<file path="src/rtl/framebuffer_pingpong.sv">
// Ping-pong frame store controller: graphics writes go to the back BRAM, VGA reads
// come from the front BRAM, and a swap request waits until the back frame is complete.
module framebuffer_pingpong #(
    parameter int                 ADDR_W       = 17,
    parameter int                 DATA_W       = 15,
    parameter int                 FRAME_PIXELS = 38400,
    parameter logic [DATA_W-1:0]  BLANK_COLOR  = 15'h0000
) (
    input  logic              clk,
    input  logic              rst_b,
    input  logic              toggle,
    input  logic              wen,
    input  logic [ADDR_W-1:0] graphics_addr,
    input  logic [DATA_W-1:0] graphics_color,
    input  logic [ADDR_W-1:0] vga_addr,
    output logic [DATA_W-1:0] vga_color,
    output logic [ADDR_W-1:0] buffer0_address,
    output logic [ADDR_W-1:0] buffer1_address,
    output logic [DATA_W-1:0] buffer0_din,
    output logic [DATA_W-1:0] buffer1_din,
    input  logic [DATA_W-1:0] buffer0_dout,
    input  logic [DATA_W-1:0] buffer1_dout,
    output logic              buffer0_ce,
    output logic              buffer1_ce,
    output logic              buffer0_we,
    output logic              buffer1_we,
    output logic              front_sel,
    output logic              swap_pending,
    output logic [7:0]        swap_count,
    output logic              wr_range_err
);

    localparam logic [ADDR_W-1:0] FP_END    = ADDR_W'(FRAME_PIXELS);
    localparam logic [ADDR_W-1:0] LAST_ADDR = ADDR_W'(FRAME_PIXELS - 1);

    typedef enum logic [0:0] {IDLE, PENDING} state_t;

    state_t state;
    logic   toggle_d;
    logic   frame_done;
    logic   sel_d;
    logic   rng_d;

    logic wr_in_range;
    logic wr_accept;
    logic req;
    logic swap_go;

    assign wr_in_range = (graphics_addr < FP_END);
    assign wr_accept   = wen && wr_in_range;
    assign req         = toggle && !toggle_d;
    assign swap_go     = (state == PENDING) && frame_done;

    // Front buffer is a pure read port; back buffer carries the graphics writes.
    always_comb begin
        buffer0_address = vga_addr;
        buffer0_din     = '0;
        buffer0_ce      = 1'b1;
        buffer0_we      = 1'b0;
        buffer1_address = vga_addr;
        buffer1_din     = '0;
        buffer1_ce      = 1'b1;
        buffer1_we      = 1'b0;
        if (front_sel) begin
            buffer0_address = graphics_addr;
            buffer0_din     = graphics_color;
            buffer0_ce      = wen;
            buffer0_we      = wr_accept;
        end else begin
            buffer1_address = graphics_addr;
            buffer1_din     = graphics_color;
            buffer1_ce      = wen;
            buffer1_we      = wr_accept;
        end
    end

    // Swap FSM; swap clears frame_done even if the last pixel lands on the same edge,
    // since that write went into the buffer that is becoming front.
    always_ff @(posedge clk or negedge rst_b) begin
        if (!rst_b) begin
            state        <= IDLE;
            toggle_d     <= 1'b0;
            frame_done   <= 1'b0;
            front_sel    <= 1'b0;
            swap_pending <= 1'b0;
            swap_count   <= 8'd0;
            wr_range_err <= 1'b0;
        end else begin
            toggle_d <= toggle;
            if (wen && !wr_in_range)
                wr_range_err <= 1'b1;
            if (swap_go) begin
                front_sel    <= ~front_sel;
                frame_done   <= 1'b0;
                swap_count   <= swap_count + 8'd1;
                state        <= IDLE;
                swap_pending <= 1'b0;
            end else begin
                if (wr_accept && (graphics_addr == LAST_ADDR))
                    frame_done <= 1'b1;
                if ((state == IDLE) && req) begin
                    state        <= PENDING;
                    swap_pending <= 1'b1;
                end
            end
        end
    end

    // Read path: sel_d pins each read to the buffer that was front when it was issued.
    always_ff @(posedge clk or negedge rst_b) begin
        if (!rst_b) begin
            sel_d     <= 1'b0;
            rng_d     <= 1'b0;
            vga_color <= '0;
        end else begin
            sel_d     <= front_sel;
            rng_d     <= (vga_addr < FP_END);
            vga_color <= rng_d ? (sel_d ? buffer1_dout : buffer0_dout) : BLANK_COLOR;
        end
    end

endmodule

</file>
<file path="config.mk">
export PLATFORM = sky130hd
export DESIGN_NAME = framebuffer_pingpong
export DESIGN_NICKNAME = d
export VERILOG_FILES = /design/src/rtl/framebuffer_pingpong.sv
export SDC_FILE = /design/constraint.sdc
export NUM_CORES = 1
export LEC_CHECK = 0
export ABC_AREA = 1
export CAP_MARGIN = 20
export CORE_UTILIZATION = 32
export CTS_BUF_LIST = sky130_fd_sc_hd__clkbuf_4
export CTS_CLUSTER_DIAMETER = 200
export DETAILED_ROUTE_END_ITERATION = 8
export GPL_TIMING_DRIVEN = 0
export HOLD_SLACK_MARGIN = 0.15
export MAX_ROUTING_LAYER = met4
export PLACE_DENSITY = 0.87
export SLEW_MARGIN = 0
export SYNTH_ARGS = -nofsm -noshare
export SYNTH_HDL_FRONTEND = slang
export SYNTH_SLANG_ARGS = --single-unit
</file>
<file path="constraint.sdc">
create_clock -name clk -period 1.5 [get_ports clk]
set_clock_uncertainty 0.15 [all_clocks]
set_input_delay 0.3 -clock clk [delete_from_list [all_inputs] [get_ports clk]]
set_output_delay 0.3 -clock clk [all_outputs]
set_load 0.005 [all_outputs]
</file>
==> results.tsv, run 1 <==
metric	value	unit
status	finished with violations	
violations	setup timing	
tightest_slew	0.5608	ns
cp.arrival	1.48	ns
critical_path_class	reg2out	
start_util	33.16	%
antenna_found_initial	0	
placed_area	3835	µm²
syn_avg_cell_area	6.463	µm²
grt_overflow	0	
die_y	80.10	µm
syn_nets	386	
powerDensity	1374	nW/µm²
path_clk_slew	0.09	ns
clockBufferDepth	2	
drc	0	
cts_buffers	5	
htree_levels	2	
viasPerCell	4.701	
synth.distinct_cells	22	
hold_violations	0	
yosysSeqAreaShare	38.46	%
required	1.05	ns
dr.pass1.iters	4	
port_buffers	176	
nets	620	
vias	2877	
clk_latency	0.33	ns
grt_max_degree	22	
fmax	517.3	MHz
slew_viol_final	0	
gp_congestion	0.9220	
initialDrtViolationCount	60	
timing.final.crit_share	128.9	%
die_area	6416	µm²
synth_area	1952	µm²
final_core_util	77.17	%
grt_pass1_vias	2746	
post-route-cell-area	4542	µm²
rsz0062_at_grt	yes	
worstPathMaxFanout	8	
yosys_warnings	0	
yosysTopAreaCellShare	38.46	%
route.detailed.wl_per_inst	14.72	µm
peakVddDrop	1.150	mV
setup_violations	70	
synth_top_area_cell	dfrtp_1	
drt_wl_total	9007	µm
cts_tree	done	
tns	-22.64	ns
critPathLaunchType	register	
ys_ff_latch	30	
maxSlewHeadroom	62.49	%
num_io_pins	177	
min_path_type	in2async	
grt_usage	26.77	%
drive_gt1_share	43.95	%
ant_nets	0	
area_growth	132.7	%
min_period	1.933	ns
final_common_cell	clkdlybuf4s50_1	
dp_hpwl	6076	µm
layout_setup_ws	-0.4330	ns
multi_input_area	1222	µm²
fp-row-count	28	
clockRootBuffer	clkbuf_4	
regArea	752.0	µm²
synthTopCellsByArea	dfrtp_1 38%, nand2_1 14%, o21ai_0 12%	
cts_sinks	30	
diodes	0	
dp_slack	-0.9001	ns
die_w	80.10	µm
maxCapViolCount	0	
syn_inst	302	
core-area	5886	µm²
endpoint_kind	output port	
nFillCells	402	
finalPower	6.238	mW
final_cell_mix	73 x clkdlybuf4s50_1, 55 x buf_2, 48 x inv_1, 41 x nor2_1, 34 x nand2_1	
grt_pass1_wl	12790	µm
leakage	2.466	nW
## worst paths after layout
check | start | end | slack, ns | cells after the start
worst min-delay path | rst_b | vga_color[1] | 0.18 | 1
min in group clk | graphics_addr[10] | frame_done | 0.25 | 5
max in group asynchronous | rst_b | vga_color[6] | 0.53 | 2
worst max register to register | state | swap_count[7] | 0.17 | 5
worst min register to register | wr_range_err | wr_range_err | 0.34 | 1
worst max-delay path | front_sel | buffer1_address[15] | -0.43 | 6
## what timing repair did
action | 4_1_cts | 5_1_grt
cloned | 5 | 2
pin swaps | 11 | 22
hold buffers | 0 | 0
setup buffers | 41 | 8
setup endpoints to repair | 94 | 75
gates resized for setup | 393 | 130
## cells in the mapped netlist, drive strengths merged
cell type / instances
nand2: 73
nand3: 3
xnor2: 4
clkbuf: 6
a31o: 1
nand4: 2
o21ai: 50
dfrtp: 30
ha: 1
inv: 61
a21oi: 4
nor3: 1
buf: 8
xor2: 4
nor2: 54
## area by class of cell
cell class                 count  area share [%]
multi-input combinational    197           26.91
buffer                        14           4.187
timing repair inverter         1          0.2479
sequential                    30           16.56
timing repair buffer         226           43.36
tap                           75           2.066
inverter                      61           5.482
clock buffer                   5          0.8264
clock inverter                 3          0.3581
## sequential cells by signal, summed over array words and instances, names as in the netlist
register	flops
vga_color	15
toggle_d	1
frame_done	1
rng_d	1
front_sel	1
swap_count	8
wr_range_err	1
sel_d	1
state	1
## critical path: stages, from the launching register on
cell and delay (ns):
dfrtp_2 0.46, buf_12 0.17, buf_8 0.13, buf_12 0.14, nand2_2 0.05, o21ai_1 0.07
buf_2 0.14
## kinds of logic (layout without fill, tap and decap cells)
family | Yosys count | after routing | share of synthesized area [%]
XOR/XNOR | 8 | 8 | 3.589
buffers and inverters | 75 | 310 | 14.94
adder cells (fa/ha/maj) | 1 | 1 | 0.6409
AND/OR/NAND/NOR | 133 | 133 | 27.89
flip-flops | 30 | 30 | 38.46
AO/OA/AOI/OAI | 55 | 55 | 14.49
## where the power goes
| part | switching [mW] | leakage [nW] | internal (mW) | total (mW) |
|---|---|---|---|---|
| registers | 0.107 | 0.385 | 0.974 | 1.08 |
| logic | 2.21 | 2.05 | 2.49 | 4.69 |
| clock network | 0.290 | 0.0286 | 0.174 | 0.464 |
## metal layers
| layer | global-route usage [%] | vias up | routed length (µm) |
|---|---|---|---|
| li1 | - | 1375 | - |
| met3 | 5.568 | 28 | 647 |
| met4 | 11.61 | 0 | 321 |
| met1 | 28.78 | 1324 | 3419 |
| met5 | - | - | 0 |
| met2 | 47.52 | 150 | 4618 |
## stage by stage
step / std cells / hold slack [ns]
after floorplan: 302 / -0.1456
after global placement: 553 / 0.2466
after detailed placement: 554 / 0.2448
after CTS: 608 / 0.1768
after global routing: 612 / 0.1927
final: 612 / 0.1791
(Power assumes the default switching activity.)
==> run 2, diff against run 1 <==
--- a/config.mk
+++ b/config.mk
@@ -15,7 +15,7 @@
 export HOLD_SLACK_MARGIN = 0.15
 export MAX_ROUTING_LAYER = met4
 export PLACE_DENSITY = 0.87
-export SLEW_MARGIN = 0
+export SLEW_MARGIN = 20
 export SYNTH_ARGS = -nofsm -noshare
 export SYNTH_HDL_FRONTEND = slang
 export SYNTH_SLANG_ARGS = --single-unit
==> results.tsv, run 2 (synthesis gave the netlist of run 1 again) <==
metric	value	unit	change
cts_tree	done		
antenna_found_initial	0		unchanged
worstPathMaxFanout	8		unchanged
final_common_cell	clkdlybuf4s50_1		
die_w	80.10	µm	unchanged
grt_usage	27.33	%	+0.56 points
min_path_cells	2		
clockRootBuffer	clkbuf_4		
grt_pass1_wl	13160	µm	+2.9%
largest_registers	vga_color: 15 flops, swap_count: 8 flops		
fmax	516.8	MHz	about the same
viasPerCell	4.730		+0.62%
route.detailed.wl_per_inst	14.39	µm	-2.2%
tns	-22.93	ns	-0.2938 ns
vias	2876		-0.035%
hold_violations	0		unchanged
final_cell_mix	72 x clkdlybuf4s50_1, 56 x buf_2, 42 x inv_1, 39 x nor2_1		
busiest_layer	met2		
final_core_util	76.62	%	-0.55 points
met1_usage	27.78	%	-1.0 points
critical_path_class	reg2out		
fp-row-count	28		unchanged
maxSlewHeadroom	56.21	%	-6.3 points
min_path_type	in2reg		
cts_buffers	5		unchanged
peakVddDrop	0.9519	mV	-17%
r2r-end	swap_count[7]		
reg2reg_depth	5		unchanged
clk_latency	0.33	ns	about the same
tightest_slew	0.6569	ns	+0.09605 ns
min_period	1.935	ns	+0.001906 ns
ant_nets	0		unchanged
core-area	5886	µm²	unchanged
grt_pass1_vias	2876		+4.7%
grt_max_degree	31		+41%
rsz0062_at_grt	yes		
hold_end	wr_range_err		
setup_violations	69		-1.4%
timing.final.crit_share	129.0	%	about the same
slew_viol_final	0		unchanged
die_y	80.10	µm	unchanged
area_growth	131.0	%	
drc	0		unchanged
gp_congestion	0.9220		unchanged
r2r-start	state		
dp_slack	-0.9201	ns	-0.02002 ns
start_util	33.16	%	unchanged
drive_gt1_share	45.78	%	+1.8 points
largest_reg_flops	15		unchanged
regMostFlops	vga_color		
violations	setup timing		
num_io_pins	177		unchanged
dr.pass1.iters	4		unchanged
dp_hpwl	5981	µm	-1.6%
leakage	2.454	nW	-0.49%
ff2ff_setup_slack	0.16	ns	about the same
use_met2	49.66	%	+2.1 points
maxCapViolCount	0		unchanged
endpoint_kind	output port		
powerDensity	1361	nW/µm²	-0.89%
critPathLaunchType	register		
diodes	0		unchanged
initialDrtViolationCount	72		+20%
required	1.05	ns	about the same
cp.arrival	1.48	ns	about the same
grt_overflow	0		unchanged
drt_wl_total	8751	µm	-2.8%
port_buffers	176		unchanged
path_clk_slew	0.10	ns	about the same
nets	616		-0.65%
clockBufferDepth	2		unchanged
cts_sinks	30		unchanged
layout_setup_ws	-0.4349	ns	-0.001906 ns
nFillCells	404		+0.50%
status	finished with violations		
die_area	6416	µm²	unchanged
htree_levels	2		unchanged
gr-usage-met3	5.455	%	-0.11 points
hp-start	wen		
[run 2: where the power goes]
part | leakage (nW) | internal, mW | switching, mW
Clock | 0.0286 | 0.174 | 0.289
Sequential | 0.386 | 0.972 | 0.0913
Combinational | 2.04 | 2.40 | 2.21
[run 2: critical path, stage by stage, from the launching register on]
cell and delay [ns]:
dfrtp_1 0.42, buf_8 0.17, inv_8 0.08, buf_8 0.13
buf_6 0.11, nand2_1 0.04, o21ai_1 0.07, buf_2 0.14
[run 2: repair_timing]
action	in CTS	in global routing
hold buffers	1	0
gates resized for setup	433	103
pin swaps	25	7
gates cloned	3	0
setup buffers	45	4
hold endpoints to repair	30	0
endpoints found under the setup margin	94	70
[run 2: metal layers]
metal	wire length [µm]	share of wire, %	up-vias
met5	0	0	-
met4	320	3.7	0
met3	692	7.9	29
met2	4526	52	163
met1	3211	37	1319
li1	-	-	1365
[run 2: layout make-up]
class | instances | area, µm² | area share [%]
plain buffers | 14 | 177.7 | 3.940
clock buffers | 5 | 37.54 | 0.8324
clock inverters | 3 | 16.27 | 0.3607
inverters | 61 | 241.5 | 5.355
multi-input cells | 197 | 1301 | 28.86
flip-flops and latches | 30 | 750.7 | 16.65
well taps | 75 | 93.84 | 2.081
repair buffers | 223 | 1891 | 41.93
[run 2: worst max path at each step]
stage,from,end,slack (ns),depth (start not counted)
6_report,front_sel,buffer1_address[10],-0.43,7
5_1_grt,front_sel,buffer1_address[9],-0.47,7
4_1_cts,front_sel,buffer0_address[8],-0.40,6
3_5_place_dp,graphics_addr[14],buffer1_we,-0.92,9
3_3_place_gp,graphics_addr[14],buffer0_we,-0.91,9
2_1_floorplan,front_sel,buffer0_address[11],0.08,4
[run 2: stage by stage]
| step | cells | power, mW | area [µm²] | hold WS, ns |
|---|---|---|---|---|
| 2_1_floorplan | 302 | 2.347 | 1952 | -0.1456 |
| 3_3_place_gp | 553 | 4.411 | 3807 | 0.2466 |
| 3_5_place_dp | 553 | 4.466 | 3802 | 0.2191 |
| 4_1_cts | 610 | 5.541 | 4212 | 0.2259 |
| 5_1_grt | 608 | 6.545 | 4509 | 0.2329 |
| 6_report | 608 | 6.139 | 4509 | 0.2453 |
